## src/rtl/vga_timing_gen.sv

```systemverilog
// rtl/vga_timing_gen.sv - parametrised VGA/SVGA sync, data-enable and pixel address generator
module vga_timing_gen #(
  parameter int H_SYNC   = 80,
  parameter int H_BACK   = 160,
  parameter int H_ACTIVE = 800,
  parameter int H_FRONT  = 16,
  parameter int V_SYNC   = 3,
  parameter int V_BACK   = 21,
  parameter int V_ACTIVE = 600,
  parameter int V_FRONT  = 1,
  parameter bit HS_POL   = 1'b1,
  parameter bit VS_POL   = 1'b1,
  parameter int LEAD     = 2,
  parameter int CW       = 11
) (
  input  logic          CLK,
  input  logic          RST_n,
  input  logic          Pix_En,
  output logic          HSYNC_Sig,
  output logic          VSYNC_Sig,
  output logic          Ready_Sig,
  output logic [CW-1:0] Column_Addr_Sig,
  output logic [CW-1:0] Row_Addr_Sig,
  output logic          Addr_Valid_Sig,
  output logic          Frame_Start_Sig,
  output logic          Line_Start_Sig
);

  localparam int H_TOTAL = H_SYNC + H_BACK + H_ACTIVE + H_FRONT;
  localparam int V_TOTAL = V_SYNC + V_BACK + V_ACTIVE + V_FRONT;

  localparam logic [CW-1:0] H_LAST    = CW'(H_TOTAL - 1);
  localparam logic [CW-1:0] V_LAST    = CW'(V_TOTAL - 1);
  localparam logic [CW-1:0] H_SYNC_W  = CW'(H_SYNC);
  localparam logic [CW-1:0] V_SYNC_W  = CW'(V_SYNC);
  localparam logic [CW-1:0] H_ACT_BEG = CW'(H_SYNC + H_BACK);
  localparam logic [CW-1:0] H_ACT_END = CW'(H_SYNC + H_BACK + H_ACTIVE);
  localparam logic [CW-1:0] V_ACT_BEG = CW'(V_SYNC + V_BACK);
  localparam logic [CW-1:0] V_ACT_END = CW'(V_SYNC + V_BACK + V_ACTIVE);

  logic [CW-1:0] count_h;
  logic [CW-1:0] count_v;
  logic [CW-1:0] col_next;
  logic [CW-1:0] row_next;
  logic          hs_raw;
  logic          vs_raw;
  logic          h_act;
  logic          v_act;
  logic          act;
  logic          a_hs;
  logic          a_vs;
  logic          d_hs;
  logic          d_vs;
  logic          d_valid;

  assign hs_raw   = (count_h < H_SYNC_W);
  assign vs_raw   = (count_v < V_SYNC_W);
  assign h_act    = (count_h >= H_ACT_BEG) && (count_h < H_ACT_END);
  assign v_act    = (count_v >= V_ACT_BEG) && (count_v < V_ACT_END);
  assign act      = h_act && v_act;
  // Wraps below the window are harmless: only consumed when act is high.
  assign col_next = count_h - H_ACT_BEG;
  assign row_next = count_v - V_ACT_BEG;

  always_ff @(posedge CLK or negedge RST_n) begin
    if (!RST_n) begin
      count_h <= '0;
      count_v <= '0;
    end else if (Pix_En) begin
      if (count_h == H_LAST) begin
        count_h <= '0;
        count_v <= (count_v == V_LAST) ? '0 : count_v + 1'b1;
      end else begin
        count_h <= count_h + 1'b1;
      end
    end
  end

  always_ff @(posedge CLK or negedge RST_n) begin
    if (!RST_n) begin
      a_hs            <= 1'b0;
      a_vs            <= 1'b0;
      Addr_Valid_Sig  <= 1'b0;
      Column_Addr_Sig <= '0;
      Row_Addr_Sig    <= '0;
      Frame_Start_Sig <= 1'b0;
      Line_Start_Sig  <= 1'b0;
    end else if (Pix_En) begin
      a_hs            <= hs_raw;
      a_vs            <= vs_raw;
      Addr_Valid_Sig  <= act;
      Column_Addr_Sig <= act ? col_next : '0;
      Row_Addr_Sig    <= act ? row_next : '0;
      Frame_Start_Sig <= act && (col_next == '0) && (row_next == '0);
      Line_Start_Sig  <= act && (col_next == '0);
    end
  end

  // Video outputs trail the addresses by LEAD enabled cycles.
  generate
    if (LEAD == 0) begin : g_nolead
      assign d_hs    = a_hs;
      assign d_vs    = a_vs;
      assign d_valid = Addr_Valid_Sig;
    end else begin : g_lead
      logic [LEAD-1:0][2:0] sr;
      always_ff @(posedge CLK or negedge RST_n) begin
        if (!RST_n) begin
          sr <= '0;
        end else if (Pix_En) begin
          sr[0] <= {a_hs, a_vs, Addr_Valid_Sig};
          for (int i = 1; i < LEAD; i++) begin
            sr[i] <= sr[i-1];
          end
        end
      end
      assign {d_hs, d_vs, d_valid} = sr[LEAD-1];
    end
  endgenerate

  assign HSYNC_Sig = ~(d_hs ^ HS_POL);
  assign VSYNC_Sig = ~(d_vs ^ VS_POL);
  assign Ready_Sig = d_valid;

endmodule

```

## config.mk

```make
export PLATFORM = sky130hd
export DESIGN_NAME = vga_timing_gen
export DESIGN_NICKNAME = d
export VERILOG_FILES = /design/src/rtl/vga_timing_gen.sv
export SDC_FILE = /design/constraint.sdc
export NUM_CORES = 1
export LEC_CHECK = 0
export CAP_MARGIN = 10
export CORE_MARGIN = 10
export CORE_UTILIZATION = 40
export DETAILED_ROUTE_END_ITERATION = 8
export DONT_BUFFER_PORTS = 1
export PLACE_DENSITY_LB_ADDON = 0.12
export SLEW_MARGIN = 20
export SYNTH_ARGS = -nofsm -noshare
export SYNTH_HDL_FRONTEND = slang
export SYNTH_SLANG_ARGS = --single-unit
```

## constraint.sdc

```tcl
create_clock -name CLK -period 2.1 [get_ports CLK]
set_input_delay 0.315 -clock CLK [delete_from_list [all_inputs] [get_ports CLK]]
set_output_delay 0.315 -clock CLK [all_outputs]
set_load 0.1 [all_outputs]
```

# [Yosys cells after proc, flatten, opt, wreduce, memory -nomap -nowiden]
# Cells that the tools add are included.
[classes] addsub=4 magnitude_cmp=6 n_eq_ne=2 muxes=4 n_reduce_logical=8
[ops] operator="two-way mux 11 bit" n=4
[ops] operator="adder 11 x 1 -> 11 bit (second input constant)" n=2
[ops] operator="logical NOT 11 bit" n=2
[ops] operator="== test 11 x 10 -> 1 bit (second input constant)" n=1
[ops] operator="== test 11 bit (second input constant)" n=1
[ops] operator=">= comparator 11 x 5 -> 1 bit (second input constant)" n=1
[ops] operator=">= comparator 11 x 8 -> 1 bit (second input constant)" n=1
[ops] operator="< comparator 11 x 10 -> 1 bit (second input constant)" n=1
[ops] operator="< comparator 11 bit (second input constant)" n=1
[ops] operator="< comparator 11 x 2 -> 1 bit (second input constant)" n=1
[ops] operator="< comparator 11 x 7 -> 1 bit (second input constant)" n=1
[ops] operator="subtractor 11 x 5 -> 11 bit (second input constant)" n=1
[ops] operator="subtractor 11 x 8 -> 11 bit (second input constant)" n=1
[ops] operator="logical AND 1 bit" n=5
[ops] operator="AND reduction 2 bit" n=1
[totals] regBits=55 input_bits=3

# [Logic depth before layout (Yosys ltp)]
# Gate-level depths: netlist of run 1.
[depth] word_depth=5 ltp_mapped=7 ltp_nobuf=6

# [Worst setup path after synthesis of run 1]
# OpenSTA, ideal clock, no wires.
[synth_timing] path_type="flip-flop to flip-flop" startpoint="reg count_h[9]" endpoint="reg count_v[9]" arrival_ns=1.944 required_ns=2.018 setup_slack_ns=0.074 path_stages_with_launch=7 path_buffers=2 cell_sequence="dfrtp_1 -> buf_6 -> or4_4 -> or3_1 -> buf_2 -> o31a_1 -> a31oi_1"
[synth_via] elab_chain_cells=2
[synth_rtl] element="start, declared" line_no="41" rtl="logic [CW-1:0] count_h;"
[synth_rtl] element="start signal, assigned" line_no="74" rtl="count_h <= count_h + 1'b1;"
[synth_rtl] element="== test 11 bit" line_no="70" rtl="if (count_h == H_LAST) begin"
[synth_rtl] element="AND reduction 2 bit (no line)"
[synth_rtl] element="end signal, assigned" line_no="72" rtl="count_v <= (count_v == V_LAST) ? '0 : count_v + 1'b1;"
[synth_rtl] element="end, declared" line_no="42" rtl="logic [CW-1:0] count_v;"
# Every way passes these cells.
# A chain may end at the register's enable or synchronous reset.

# [Worst setup path in the final report of run 1]
# Ends and elaborated chain as after synthesis.

==> metrics, run 1 <==
vias per cell 5.10; # setup viols final 0; Starting Density 0.411; Max-cap violations 0; Setup WS post-layout 0.0890 ns; Critical Path Source count_h[9]$_DFFE_PN0P_; register area share after synthesis 0.493; worst vdd ir around 0.38 mV; number of global-route vias before repair 2,040; Cell Pwr Density 1320 nW/um2; post-detail-place hpwl 4560 um; final hold violations 0; P&R area growth vs syn 20.3%; synthesis warning total 0; Syn Inst Count 281; WS Path Type reg2reg; crit end category flip-flop; Ports 31; Worst R2R End count_v[9]$_DFFE_PN0P_; Critical Path RT 2.34 ns; startpoint types flip-flop; antenna violations before repair 0; Register-to-Register Path Depth 4; dpl ws roughly 0.11 ns; Final Instance Count excl. Fillers 413; clk_skew roughly 0.0047 ns; Clock transition at path regs 0.10 ns; first-pass GRT wire length 10,900 um; Routed WL around 6500 um; Core Footprint just under 7000 um2; H-tree levels 2; largest net degree at the start of global routing 56; worst skew pair latency between 0.3 and 0.4 ns; gr ovfl total 0; post-route DRC violation count 0; Final period util 0.958; status completed; Post-Synthesis Cell Area 2790 um2; clock buffer count from CTS 5; CTS tree built; worst setup path end count_v[9]$_DFFE_PN0P_; Worst R2R Start count_h[9]$_DFFE_PN0P_; Mapped Avg Cell Area 9.93 um2; CTS Sinks 55; r2r setup slk 0.09 ns; final setup TNS 0 ns; die height 104 um; cell row count 30; antenna diode count 0; setup bufs post-CTS 0; CTS Root Cell clkbuf_8; Arr. time, crit path 2.25 ns; average wire per standard cell 15.8 um; 1st-iter DRT viols 93; max-slew violations 0; final core utilization 0.494; die area 10,700 um2; Post-DRT Antenna Nets 0; Max Fclk 497 MHz; CP Max Fanout 6; synth unique cells 44; port bufs 0; CTS Buffer Depth 2; GRT Total Usage 0.122; placed instance count between 400 and 500; Seq cells post-synth 55; RD Place Congestion 0.816; fraction of layout cells with a size suffix above 1 0.215; Worst Tran Pin Value ~0.92 ns; NumNets Final 329; syn_nets 294; die width about 100 um; Final Hold Slack around 0.098 ns; Max transition margin 0.384; vias approximately 2,100; Hold Crit Class in2reg; clock period minus worst slack 2.01 ns; Lkg Pwr ~1.5 nW; drt pass-1 iters 4
-- layout by cell type (no fill, tap or decap), types with 2 or more instances in the layout --
| master | netlist | final |
|---|---|---|
| nor3b_1 | 2 | 2 |
| nor4_2 | 2 | 2 |
| nand2_1 | 11 | 11 |
| o21ai_0 | 13 | 13 |
| clkbuf_8 | 0 | 5 |
| o211ai_1 | 2 | 2 |
| ha_1 | 10 | 9 |
| a21oi_1 | 7 | 7 |
| nor3_1 | 4 | 4 |
| or4_1 | 2 | 2 |
| dfrtp_1 | 55 | 54 |
| nand4_1 | 10 | 10 |
| a31oi_1 | 3 | 3 |
| xor2_1 | 3 | 3 |
| or3_1 | 2 | 2 |
| and3_1 | 2 | 2 |
| nand3_1 | 14 | 14 |
| mux2_2 | 6 | 6 |
| nor2_1 | 7 | 7 |
| bufinv_16 | 0 | 2 |
| mux2i_1 | 3 | 3 |
| buf_4 | 0 | 42 |
| xnor2_1 | 17 | 17 |
| o22ai_1 | 25 | 25 |
| inv_1 | 41 | 41 |
| and2_1 | 2 | 2 |
| and4_1 | 4 | 4 |
-- Yosys cell counts --
cell       number  share of area
a21oi_1         7          0.013
a31oi_1         3         0.0067
and2_1          2         0.0045
and3_1          2         0.0045
and4_1          4          0.013
and4b_1         1         0.0036
and4bb_2        1         0.0045
buf_2           5         0.0090
buf_6           1         0.0040
clkbuf_1       11          0.015
dfrtp_1        55           0.49
ha_1           10          0.045
inv_1          41          0.055
mux2_2          6          0.024
mux2i_1         3          0.011
nand2_1        11          0.015
nand2b_1        1         0.0022
nand3_1        14          0.025
nand3b_1        1         0.0027
nand4_1        10          0.022
nand4b_1        1         0.0031
nor2_1          7         0.0094
nor3_1          4         0.0072
nor3_2          1         0.0036
nor3b_1         2         0.0054
nor4_1          1         0.0022
nor4_2          2         0.0090
nor4b_1         1         0.0031
nor4bb_1        1         0.0036
o2111ai_1       1         0.0031
o211ai_1        2         0.0054
o21ai_0        13          0.023
o21ai_1         1         0.0018
o21ba_2         1         0.0036
o22ai_1        25          0.056
o31a_1          1         0.0031
o31ai_1         1         0.0027
o41ai_1         1         0.0031
or3_1           2         0.0045
or3_2           1         0.0027
or4_1           2         0.0054
or4_4           1         0.0040
xnor2_1        17          0.053
xor2_1          3         0.0094
-- area by class of cell --
| class | count | area (um2) |
|---|---|---|
| clock inverter | 2 | 60.1 |
| multi-input combinational | 168 | 1200 |
| sequential | 55 | 1380 |
| inverter | 41 | 154 |
| fill | 659 | 3440 |
| tap | 96 | 120 |
| clock buffer | 6 | 72.6 |
| timing repair buffer | 45 | 373 |
-- worst min-delay path by stage --
stage	start	to	depth (start not counted)
3_5_place_dp	RST_n	g_lead.sr[2]$_DFFE_PN0P_	0
6_report	Pix_En	Row_Addr_Sig[2]$_DFFE_PN0P_	1
3_3_place_gp	RST_n	g_lead.sr[2]$_DFFE_PN0P_	0
5_1_grt	Pix_En	Addr_Valid_Sig$_DFFE_PN0P_	1
4_1_cts	Pix_En	count_h[0]$_DFFE_PN0P_	1
2_1_floorplan	RST_n	Addr_Valid_Sig$_DFFE_PN0P_	0
-- state kept, by name (all words and copies together) (netlist names), 3 cells and up --
signal,flops
Column_Addr_Sig,11
Row_Addr_Sig,11
count_h,11
count_v,11
g_lead.sr,3
-- logic make-up after synthesis --
group / share of synthesized area
AND/OR/NAND/NOR: 0.160
buffers and inverters: 0.0829
AO/OA/AOI/OAI: 0.121
flip-flops: 0.493
XOR/XNOR: 0.0628
adder cells (fa/ha/maj): 0.0448
multiplexers: 0.0350
-- critical path, stage by stage (launching register included) --
cell	delay [ns]
dfrtp_1	0.39
or4_4	0.56
or3_1	0.52
o31a_1	0.33
a31oi_1	0.14
-- per-layer routing --
layer / track usage / vias to the layer above / wire, um
met5: 0 / - / 0
met4: 0.0302 / 0 / 41
met3: 0.0322 / 6 / 278
met2: 0.188 / 35 / 3020
met1: 0.165 / 1016 / 3180
li1: - / 1048 / -
-- repair_timing --
item	4_1_cts	5_1_grt
resized for setup	0	4
hold buffers	2	0
endpoints found under the hold margin	55	0
setup endpoints to repair	0	31
-- power by group --
part           switching [mW]  total (mW)  internal [mW]
clock                   0.352       0.829          0.477
sequential              0.290        1.58           1.29
combinational            1.50        2.04          0.535
-- through the flow --
stage / instance area [um2] / total power [mW]
2_1_floorplan: 2790 / 3.12
3_3_place_gp: 3170 / 3.60
3_5_place_dp: 3170 / 3.62
4_1_cts: 3340 / 4.48
5_1_grt: 3360 / 4.68
6_report: 3360 / 4.44
Power figures use the tool's default switching activity.
==> run 2, diff against run 1 <==
--- a/config.mk
+++ b/config.mk
@@ -16,2 +16,3 @@
 export SYNTH_HDL_FRONTEND = slang
 export SYNTH_SLANG_ARGS = --single-unit
+export TNS_END_PERCENT = 30
==> constraint.sdc (replaced) <==
create_clock -name CLK -period 2.1 [get_ports CLK]
set_input_delay 0.315 -clock CLK [delete_from_list [all_inputs] [get_ports CLK]]
set_output_delay 0.315 -clock CLK [all_outputs]
set_load 0.01 [all_outputs]
==> metrics, run 2 (synthesized netlist as in run 1, its figures left out) <==
final core utilization 0.468; commonest non-fill, non-tap cell in the layout dfrtp_1; placed instance count ~380; Core Footprint slightly below 7000 um2; die width 104 um; Post-DRT Antenna Nets 0; Worst Tran Pin Value approximately 0.41 ns; 1st-iter DRT viols around 120; met3 usage 0.0378; die height 104 um; Final Instance Count excl. Fillers 391; fraction of layout cells with a size suffix above 1 0.149; status completed; CTS Root Cell clkbuf_8; most frequent cells in the layout dfrtp_1 (55), inv_1 (41), o22ai_1 (25); RD Place Congestion 0.788; Clock transition at path regs 0.10 ns; Ports 31; Worst R2R Start count_h[9]$_DFFE_PN0P_; setup bufs post-CTS 0; worst skew pair latency 0.31 ns; Max transition margin 0.721; clock period minus worst slack 2.02 ns; final hold violations 0; Critical Path Source count_h[9]$_DFFE_PN0P_; startpoint types flip-flop; post-detail-place hpwl 4500 um; clock buffer count from CTS 5; WS Path Type reg2reg; Final period util 0.962; Max Fclk roughly 500 MHz; clock share of power 0.256; Top Usage Layer GRT met2; Int Power about 2.1 mW; gr ovfl total 0; GRT Total Usage 0.119; combinational share of power 0.258; CP Max Fanout 6; Max-cap violations 0; Routed WL 6350 um; antenna diode count 0; crit end category flip-flop; cell row count 30; vias per cell between 5 and 6; P_sw approximately 1.1 mW; vias 2,046; antenna violations before repair 0; Critical Path RT 2.34 ns; average wire per standard cell 16.2 um; post-route DRC violation count 0; Starting Density 0.411; first-pass GRT wire length 10,700 um; CTS Buffer Depth 2; met1 Use GR 0.160; NumNets Final 307; CTS tree built; CTS Sinks 55; GRT met2 Usage 0.177; # setup viols final 0; Lkg Pwr about 1.4 nW; clk_skew 0.00654 ns; max-slew violations 0; Power Total roughly 3.2 mW; switching portion of total power 0.336; port bufs 0; H-tree levels 2; dpl ws ~0.096 ns; largest net degree at the start of global routing 56; drt pass-1 iters 4; P&R area growth vs syn 14.0%; Setup WS post-layout 0.0801 ns; Seq pwr share 0.486; number of global-route vias before repair between 2,000 and 2,500; Hold Crit Class in2reg; Hold Startpoint Pix_En; Arr. time, crit path 2.26 ns; worst vdd ir 0.324 mV; die area between 10,000 and 15,000 um2; Cell Pwr Density about 1000 nW/um2; unrepaired setup endpoints after global routing true
## run 2: changes by cell type in the layout (fill, tap and decap cells not counted)
cell     delta
nor4b_1     +1
o41ai_2     -1
nand3_1     -1
dfrtp_1     +1
nor4b_2     -1
dfrtp_2     -1
o41ai_1     +1
buf_4      -22
nand3_2     +1
## run 2: final timing paths
path / endpoint / slack, ns / cells after the start
worst max-delay path: count_v[9]$_DFFE_PN0P_ / 0.08 / 4
worst min-delay path: Row_Addr_Sig[2]$_DFFE_PN0P_ / 0.11 / 1
worst max register to register: count_v[9]$_DFFE_PN0P_ / 0.08 / 4
worst min register to register: g_lead.sr[1]$_DFFE_PN0P_ / 0.51 / 1
max in group asynchronous: count_v[10]$_DFFE_PN0P_ / 1.35 / 2
min in group asynchronous: Column_Addr_Sig[1]$_DFFE_PN0P_ / 0.52 / 2
## run 2: power groups by stage
stage,registers [mW],clock network (mW),logic [mW]
floorplan,1.54,0,0.578
global placement,1.59,0,0.797
detailed placement,1.60,0,0.806
CTS,1.58,0.855,0.841
global route,1.61,0.900,0.940
finish,1.57,0.825,0.832
## run 2: through the flow
step           setup TNS, ns  instance area (um2)  hold WS, ns
2_1_floorplan              0                 2790       0.0194
3_3_place_gp               0                 3000       0.0218
3_5_place_dp               0                 3000       0.0217
4_1_cts                    0                 3170       0.0722
5_1_grt             -0.00611                 3180       0.0681
6_report                   0                 3180        0.106
## run 2: critical path: stages, from the launching register on
cell     delay [ns]
dfrtp_1        0.39
or4_4          0.57
or3_1          0.52
o31a_1         0.33
a31oi_1        0.14
## run 2: timing repair
item,in CTS,in global routing
hold buffers,2,0
endpoints found under the hold margin,55,0
gates resized for setup,0,2
endpoints found under the setup margin,0,3
## run 2: metal layers
metal / part of all wire / vias up / wire length, um
met1: 0.47 / 992 / 2990
met4: 0.011 / 0 / 72
met3: 0.058 / 6 / 367
li1: - / 1006 / -
met5: 0 / - / 0
met2: 0.46 / 42 / 2910
## run 2: cell type report
cell class	count	area [um2]
clock buffers	6	72.6
repair buffers	23	208
clock inverters	2	60.1
inverters	41	154
fillers	638	3610
flip-flops and latches	55	1380
well taps	96	120
multi-input cells	168	1190
==> run 3, diff against run 2 <==
Settings changed: CTS_CLUSTER_SIZE set to 40.
Clock period 2.1 ns to 1.7 ns, I/O delays scaled along.
==> metrics, run 3 (synthesized netlist as in run 1, its figures left out) <==
CTS tree built; final core utilization 0.521; Setup WS post-layout -0.216 ns; Clock transition at path regs 0.09 ns; WS Path Type reg2reg; die width 104 um; largest net degree at the start of global routing 56; worst skew pair latency a little over 0.3 ns; CTS Root Cell clkbuf_8; area of the multi-input gates 1270 um2; clk_skew 0.00532 ns; CP Max Fanout 12; max-slew violations 0; Routed WL 6870 um; vias per cell ~5; H-tree levels 2; dpl cell area about 3200 um2; Max Fclk 522 MHz; vias ~2,200; fraction of layout cells with a size suffix above 1 0.273; Max-cap violations 0; unrepaired setup endpoints after global routing true; Arr. time, crit path 2.11 ns; Register-to-Register Path Depth 6; Post-DRT Antenna Nets 0; RD Place Congestion around 0.83; # setup viols final 33; Ports 31; hold path depth 1; CTS Buffer Depth 2; Hold Crit Class in2reg; Final period util 1.13; Max transition margin 0.764; worst vdd ir 0.393 mV; commonest non-fill, non-tap cell in the layout dfrtp_1; most frequent cells in the layout dfrtp_1 (55), buf_4 (51), inv_1 (41); NumNets Final 343; Worst Tran Pin Value 0.354 ns; final hold violations 0; GRT met2 Usage 0.200; clock period minus worst slack 1.92 ns; GRT Total Usage 0.128; met3 usage 0.0378; number of global-route vias before repair 2,217; CTS Sinks 55; Critical Path RT 1.89 ns; P&R area growth vs syn 26.8%; port bufs 0; cell row count 30; gr ovfl total 0; Starting Density 0.411; die area 10,700 um2; Sequential Area approximately 1400 um2; drt pass-1 iters 4; post-detail-place hpwl approximately 4500 um; die height roughly 100 um; Core Footprint 6790 um2; antenna violations before repair 0; Top Usage Layer GRT met2; 1st-iter DRT viols 83; fill count 616; Lkg Pwr between 1.5 and 2 nW; dpl ws -0.225 ns; crit end category flip-flop; violated checks setup timing; post-route DRC violation count 0; startpoint types flip-flop; antenna diode count 0; average wire per standard cell 16.1 um; status finished with violations; post-route cell area about 3500 um2; Cell Pwr Density between 1000 and 1500 nW/um2; first-pass GRT wire length 11,400 um; clock buffer count from CTS 5; met1 Use GR 0.168
run 3: worst paths after layout:
kind / to / startpoint / slack, ns
max: Column_Addr_Sig[6]$_DFFE_PN0P_ / count_v[7]$_DFFE_PN0P_ / -0.22
min: Row_Addr_Sig[2]$_DFFE_PN0P_ / Pix_En / 0.05
max reg2reg: Column_Addr_Sig[6]$_DFFE_PN0P_ / count_v[7]$_DFFE_PN0P_ / -0.22
max in group asynchronous: count_v[1]$_DFFE_PN0P_ / RST_n / 1.01
min in group asynchronous: VSYNC_Sig$_DFFE_PN0P_ / RST_n / 0.47
min reg2reg: HSYNC_Sig$_DFFE_PN0P_ / g_lead.sr[2]$_DFFE_PN0P_ / 0.51
run 3: routing by layer:
| metal | vias to the layer above | wire (um) |
|---|---|---|
| li1 | 1082 | - |
| met1 | 1042 | 3290 |
| met2 | 26 | 3220 |
| met3 | 5 | 311 |
| met4 | 0 | 46 |
| met5 | - | 0 |
run 3: layout make-up:
class | count | share of cell area
Multi-Input combinational cell | 168 | 0.360
Sequential cell | 55 | 0.389
Clock inverter | 1 | 0.00141
Timing Repair Buffer | 59 | 0.149
Clock buffer | 6 | 0.0233
Tap cell | 96 | 0.0339
Inverter | 41 | 0.0435
run 3: power breakdown:
group | total (mW) | switching, mW | internal [mW]
logic | 1.47 | 0.739 | 0.733
clock network | 0.739 | 0.418 | 0.321
registers | 1.90 | 0.308 | 1.59
run 3: per-stage QoR:
| step | setup TNS [ns] | std cells | hold slack [ns] | power, mW |
|---|---|---|---|---|
| 5_1_grt | -7.67 | 426 | 0.0311 | 4.41 |
| 6_report | -5.88 | 426 | 0.0453 | 4.11 |
| 2_1_floorplan | -6.38 | 281 | -0.0406 | 2.63 |
| 4_1_cts | -5.10 | 425 | 0.0265 | 4.09 |
| 3_5_place_dp | -5.40 | 411 | -0.0377 | 3.16 |
| 3_3_place_gp | -4.86 | 411 | -0.0380 | 3.13 |
run 3: what timing repair did:
item	4_1_cts	5_1_grt
endpoints found under the setup margin	33	41
pin swaps	7	5
cloned	1	1
resized for setup	14	6
hold buffers	2	0
endpoints found under the hold margin	55	0
buffers inserted	4	0
run 3: worst max-delay path, stage by stage (launching register included):
cell	delay [ns]
dfrtp_1	0.40
or4_4	0.55
or3_4	0.35
nand4_1	0.13
buf_4	0.15
buf_12	0.14
o22ai_1	0.09
